===== config.mk =====
export PLATFORM = sky130hd
export DESIGN_NAME = rx_loop_ctrl
export DESIGN_NICKNAME = d
export VERILOG_FILES = /design/src/rtl/rx_loop_ctrl.sv
export SDC_FILE = /design/constraint.sdc
export NUM_CORES = 1
export LEC_CHECK = 0
export ABC_AREA = 1
export CAP_MARGIN = 20
export CORE_UTILIZATION = 42
export DETAILED_ROUTE_END_ITERATION = 7
export GPL_ROUTABILITY_DRIVEN = 0
export PLACE_DENSITY = 0.66
export SYNTH_ARGS = -nofsm -noshare
export SYNTH_HDL_FRONTEND = slang
export SYNTH_SLANG_ARGS = --single-unit

===== constraint.sdc =====
create_clock -name clk -period 5.46 [get_ports clk]
set_input_delay 1.092 -clock clk [delete_from_list [all_inputs] [get_ports clk]]
set_output_delay 1.092 -clock clk [all_outputs]
set_load 0.03 [all_outputs]

===== src/rtl/rx_loop_ctrl.sv =====
// Multi-frame receive controller: enables the rx core, counts END events, handles abort and inactivity timeout.
// Optional error-event counting is enabled by defining RX_LOOP_ERR_CNT_EN.
`ifndef RX_EVENT_END
`define RX_EVENT_END 3'd1
`endif

module rx_loop_ctrl #(
    parameter int              EV_W   = 3,
    parameter logic [EV_W-1:0] EV_END = `RX_EVENT_END,
    parameter logic [EV_W-1:0] EV_ERR = 3'd7,
    parameter int              CNT_W  = 16,
    parameter int              TO_W   = 24
) (
    input  logic             clk,
    input  logic             reset,
    input  logic             i_start,
    input  logic             i_abort,
    input  logic [CNT_W-1:0] i_num_frames,
    input  logic [TO_W-1:0]  i_timeout,
    input  logic [EV_W-1:0]  i_ev,
    input  logic             i_ev_sig,
    output logic             o_rx_enable,
    output logic             o_busy,
    output logic             o_frame_done,
    output logic [CNT_W-1:0] o_frame_cnt,
    output logic             o_done,
    output logic [1:0]       o_status,
    output logic [CNT_W-1:0] o_err_cnt
);

    typedef enum logic [1:0] {S_IDLE, S_START, S_RUN, S_STOP} state_t;

    localparam logic [1:0]      ST_NONE  = 2'd0;
    localparam logic [1:0]      ST_COUNT = 2'd1;
    localparam logic [1:0]      ST_TMO   = 2'd2;
    localparam logic [1:0]      ST_ABORT = 2'd3;
    localparam logic [TO_W-1:0] TO_ONE   = TO_W'(1);

`ifdef RX_LOOP_ERR_CNT_EN
    localparam bit ERR_EN = 1'b1;
`else
    localparam bit ERR_EN = 1'b0;
`endif

    function automatic logic [CNT_W-1:0] sat_inc_cnt(input logic [CNT_W-1:0] v);
        return (&v) ? v : v + CNT_W'(1);
    endfunction

    function automatic logic [TO_W-1:0] sat_inc_to(input logic [TO_W-1:0] v);
        return (&v) ? v : v + TO_ONE;
    endfunction

    state_t           state;
    logic [CNT_W-1:0] num_lat;
    logic [TO_W-1:0]  to_lat;
    logic [TO_W-1:0]  to_cnt;
    logic [CNT_W-1:0] err_cnt;

    logic             ev_end;
    logic             ev_err;
    logic [CNT_W-1:0] cnt_next;
    logic             cnt_hit;
    logic             to_expired;

    assign ev_end     = i_ev_sig && (i_ev == EV_END);
    assign ev_err     = ERR_EN && i_ev_sig && (i_ev == EV_ERR);
    assign cnt_next   = sat_inc_cnt(o_frame_cnt);
    assign cnt_hit    = (num_lat != '0) && (cnt_next == num_lat);
    // Expiry one count early so STOP is entered exactly i_timeout quiet cycles after the last event.
    assign to_expired = (to_lat != '0) && (to_cnt == to_lat - TO_ONE);
    assign o_err_cnt  = err_cnt;

    always_ff @(posedge clk or posedge reset) begin
        if (reset) begin
            state        <= S_IDLE;
            o_rx_enable  <= 1'b0;
            o_busy       <= 1'b0;
            o_frame_done <= 1'b0;
            o_frame_cnt  <= '0;
            o_done       <= 1'b0;
            o_status     <= ST_NONE;
            num_lat      <= '0;
            to_lat       <= '0;
            to_cnt       <= '0;
            err_cnt      <= '0;
        end else begin
            o_frame_done <= 1'b0;
            o_done       <= 1'b0;
            case (state)
                S_IDLE: begin
                    if (i_start) begin
                        num_lat     <= i_num_frames;
                        to_lat      <= i_timeout;
                        o_frame_cnt <= '0;
                        o_status    <= ST_NONE;
                        to_cnt      <= '0;
                        err_cnt     <= '0;
                        o_busy      <= 1'b1;
                        state       <= S_START;
                    end
                end
                S_START: begin
                    o_rx_enable <= 1'b1;
                    o_busy      <= 1'b1;
                    state       <= S_RUN;
                end
                S_RUN: begin
                    if (ev_err) begin
                        err_cnt <= sat_inc_cnt(err_cnt);
                    end
                    if (ev_end) begin
                        o_frame_cnt  <= cnt_next;
                        o_frame_done <= 1'b1;
                        to_cnt       <= '0;
                        if (cnt_hit) begin
                            o_status <= ST_COUNT;
                            state    <= S_STOP;
                        end else if (i_abort) begin
                            o_status <= ST_ABORT;
                            state    <= S_STOP;
                        end
                    end else if (i_ev_sig) begin
                        to_cnt <= '0;
                        if (i_abort) begin
                            o_status <= ST_ABORT;
                            state    <= S_STOP;
                        end
                    end else if (i_abort) begin
                        o_status <= ST_ABORT;
                        state    <= S_STOP;
                    end else if (to_expired) begin
                        o_status <= ST_TMO;
                        state    <= S_STOP;
                    end else begin
                        to_cnt <= sat_inc_to(to_cnt);
                    end
                end
                S_STOP: begin
                    o_rx_enable <= 1'b0;
                    o_busy      <= 1'b0;
                    o_done      <= 1'b1;
                    state       <= S_IDLE;
                end
                default: state <= S_IDLE;
            endcase
        end
    end

endmodule


# Word-level counts from Yosys, hierarchy flattened
# Cells that the tools add are included.
# classes
addsub,3
n_mul,0
div_mod_pow,0
n_lt_le_gt_ge,0
eq_ne,12
shift,0
muxes,33
bitwise,0
reduce_logical,17
# ops
operator,n
$mux W24,6
$mux W16,3
$pmux W24 S2,1
$pmux W16 S2,1
$mux W2,14
$add A24 B1 Y24 const B,1
$eq A24 B24 Y1,1
$reduce_and A24 Y1,1
$reduce_bool A24 Y1,1
$sub A24 B1 Y24 const B,1
$add A16 B1 Y16 const B,1
$eq A16 B16 Y1,1
$reduce_and A16 Y1,1
$reduce_bool A16 Y1,1
$ne A4 B4 Y1 const B,3
$pmux W2 S4,1
$reduce_and A2 Y1,3
$reduce_and A3 Y1,2
$ne A5 B5 Y1 const B,1
$reduce_and A5 Y1,1
$eq A2 B2 Y1 const B,2
$mux W1,4
$ne A2 B2 Y1 const B,2
$pmux W2 S2,1
other kinds (8),11
# totals
reg_bits,88
latchBits,0
ramBits,0
rom_bits,0
mem_count,0

# Logic depth before layout (Yosys ltp)
# depth
depth_word,8
depth_mapped,17

# Worst setup path after synthesis
# Ideal clock, no wire load.
# synth_timing
path_kind,input to register
startpoint,input i_ev_sig
endpoint,register to_cnt[18]
setup_ns,0.064
arrival_ns,2.356
required_time_ns,5.396
slack_ns,3.039
path_stages,10
path_buffers,2
cell_sequence,clkbuf_1 -> inv_1 -> nand2_1 -> nand2_2 -> o21ai_0 -> nand3_4 -> nand2_8 -> buf_12 -> nand2_2 -> nand2_2
# synth_via
elab_chain_cells,3
word_cells_on_any_way,8
# synth_rtl
element,line_no,text
from (decl),21,"input logic i_ev_sig,"
$logic_and A1 B1 Y1 or $mux W24 (tied branches),"65, 122",
$ne A4 B4 Y1 (no source line) or $mux W24 (tied branches),--,
$reduce_and A5 Y1 (no source line) or $pmux W24 S2 (tied branches),--,
to (signal assigned),135,to_cnt <= sat_inc_to(to_cnt);
to (decl),56,logic [TO_W-1:0] to_cnt;
# Several ways; a longest one is shown, not always the timed one.
# A chain may end at the register's enable or synchronous reset.

# Final worst setup path
# layout_timing
startpoint,input i_ev_sig
endpoint,register to_cnt[20]
# The elaborated chain is that of the path after synthesis.

==> impl_results.md <==
* Status: finished, final reports clean
* Critical R2R Capture: o_status[1]
* Post-route minimum period at 3.583 ns
* Final Hold Violating Endpoints at 0
* RSZ-0062 raised after global routing: no
* Diodes inserted at 0
* Hold path depth at 2
* Vias per inst at between 5 and 6
* Hold_buf cts at 0
* Mapped Area at 6482 um2
* Largest net degree at the start of global routing at 55
* Relative slew margins at 0.5410
* Final net count at 1,036
* Leakage power at 3.526 nW
* Critical path type: input port to flip-flop
* Worst-path fanout max at 26
* Initial core utilization at 0.4280
* Clk sinks at slightly below 90
* Max-cap violations at 0
* Setup bufs post-CTS at 0
* Startpoint class of the critical path: input port
* Row count at between 40 and 50
* Antenna violations before repair at 0
* Worst hold start: o_status[1]
* Avg Cell Area, Syn at 6.963 um2
* Routed Antenna Nets at 0
* Fmax at 0.2791 GHz
* CP Capture Type: flip-flop
* Setup Viol. Count Final at 0
* First-pass GRT wire length at 28,450 um
* Die Y-Extent at 126.2 um
* Die ar. at 15,940 um2
* Period Utilization, post-route at 0.6563
* PD cells at 397.2 nW/um2
* Post-cts sizing count at 0
* Ratio of cells with drive above 1 in the final layout at 0.1010
* Commonest non-fill, non-tap cells in the layout: nand2_1 (234), nor2_1 (125), inv_1 (97)
* CP Data Required Time at 5.70 ns
* Final wirelength at about 17,000 um
* CTS tree: done
* Reg2Reg Launch Point: o_frame_cnt[0]
* Share of synthesized flip-flops with an asynchronous set or reset at 1.000
* GRT overflow at 0
* Area Growth Syn to Fin at 16.50%
* Critical Path Start: i_ev_sig
* Drt pass-1 iters at 5
* CTS max path bufs at 2
* Skew final at 0.005524 ns
* Residual DRC at 0
* Syn Inst Count at 931
* Core box area at ~15,000 um2
* Hold WS at 0.5286 ns
* Hold crit path type: flip-flop to flip-flop
* Core Util, Final at 0.4986
* Final Max Slew Viols at 0
* Top_reg_cell synth: dfrtp_1
* Post-DR wirelength/cell at 14.27 um
* Critical Path AT at 3.82 ns
* WHS Endpoint: o_status[1]
* R2r setup slk at 2.68 ns
* Setup_tns at 0 ns
* Clk slew on worst S/H paths at 0.06 ns
* Initial DRC count at 307
* HPWL Detailed at 12,760 um
* Ports at 86
* CTS Root Cell: clkbuf_16
* Die width at 126.2 um
* Distinct cell type count after synthesis at 44
* IO buf count at 69
* Commonest non-fill, non-tap cell in the layout: nand2_1
* CTS Buf Count at 9
* R2R depth at 12
* Number of synthesized flops with an enable pin at 0
* Vias in the first global route at 5,857
* Total global-route track usage at 0.2263
* YS warnings at 0
* H-tree depth at 3
* FF+latch count, synth at about 90
* Clock latency on the worst-skew pair at 0.35 ns
* Register area share after synthesis at 0.3397
* Worst Max-Slew Pin Slew at between 0.6 and 0.7 ns
* Vias at 5,964
* Peak VDD IR at 0.0002206 V
-- cells in the mapped netlist (16+ instances only) --
master / count / share of area
nand2_1: 235 / 0.14
nand3_1: 82 / 0.063
nand4_1: 18 / 0.017
dfrtp_1: 88 / 0.34
nor2_1: 125 / 0.072
xor2_1: 34 / 0.046
inv_1: 98 / 0.057
a21oi_1: 32 / 0.025
nor3_1: 32 / 0.025
o21ai_0: 18 / 0.014
nand2_2: 33 / 0.032
buf_4: 16 / 0.019
-- logic make-up (layout without fill, tap and decap cells) --
family	count (synthesis)	count (layout)	synth area share
mux	12	12	0.02085
simple gates	570	570	0.4071
buf+inv	148	192	0.1119
xor+xnor	47	47	0.06350
flops	88	88	0.3397
compound gates	62	62	0.05057
fa+ha+maj	3	3	0.005791
other cells	1	16	0.0005785
-- registers in the layout, indices dropped and copies added (netlist names) --
| name | flops |
|---|---|
| o_busy | 1 |
| o_rx_enable | 1 |
| state | 2 |
| to_lat | 24 |
| o_frame_cnt | 16 |
| o_status | 2 |
| to_cnt | 24 |
| o_done | 1 |
| o_frame_done | 1 |
| num_lat | 16 |
-- layer usage --
metal	up-vias	GRT usage	part of all wire
met5	-	0	0
li1	3048	-	-
met1	2710	0.2846	0.45
met3	45	0.04248	0.045
met2	161	0.3711	0.47
met4	0	0.1148	0.035
-- layout make-up --
| cell class | count | area [um2] |
|---|---|---|
| flip-flops and latches | 88 | 2202 |
| repair buffers | 74 | 748.2 |
| clock inverters | 6 | 130.1 |
| multi-input cells | 710 | 3613 |
| well taps | 188 | 235.2 |
| clock buffers | 10 | 239.0 |
| fillers | 1492 | 7594 |
| inverters | 102 | 384.1 |
-- critical path, cell delays in order --
cell and delay, ns:
clkdlybuf4s50_1 0.66, buf_4 0.32, inv_1 0.12, nand2_1 0.10, nand2_2 0.46, o21ai_0 0.28
nand3_4 0.36, nand2_8 0.23, nand2_1 0.13, nand2_1 0.05
-- stage by stage --
stage	std cells	power, mW	setup WS (ns)	instance area [um2]
floorplan	946	1.993	2.089	6539
global placement	1161	2.217	1.632	7156
detailed placement	1161	2.234	1.540	7156
CTS	1177	3.015	1.924	7525
global route	1178	3.231	1.681	7552
finish	1178	3.000	1.877	7552
-- where the power goes --
part / leakage (nW) / total, mW / internal (mW) / switching, mW
registers: 1.10 / 1.04 / 0.830 / 0.206
clock network: 0.182 / 0.771 / 0.504 / 0.266
logic: 2.25 / 1.19 / 0.418 / 0.775
-- how the worst max path moves through the flow --
stage | end | slack, ns | cells past startpoint
6_report | to_cnt[20] | 1.88 | 10
5_1_grt | to_cnt[19] | 1.68 | 10
4_1_cts | to_cnt[20] | 1.92 | 10
3_5_place_dp | to_cnt[22] | 1.54 | 10
3_3_place_gp | to_cnt[20] | 1.63 | 10
2_1_floorplan | num_lat[0] | 2.09 | 1
Power figures use the tool's default switching activity.
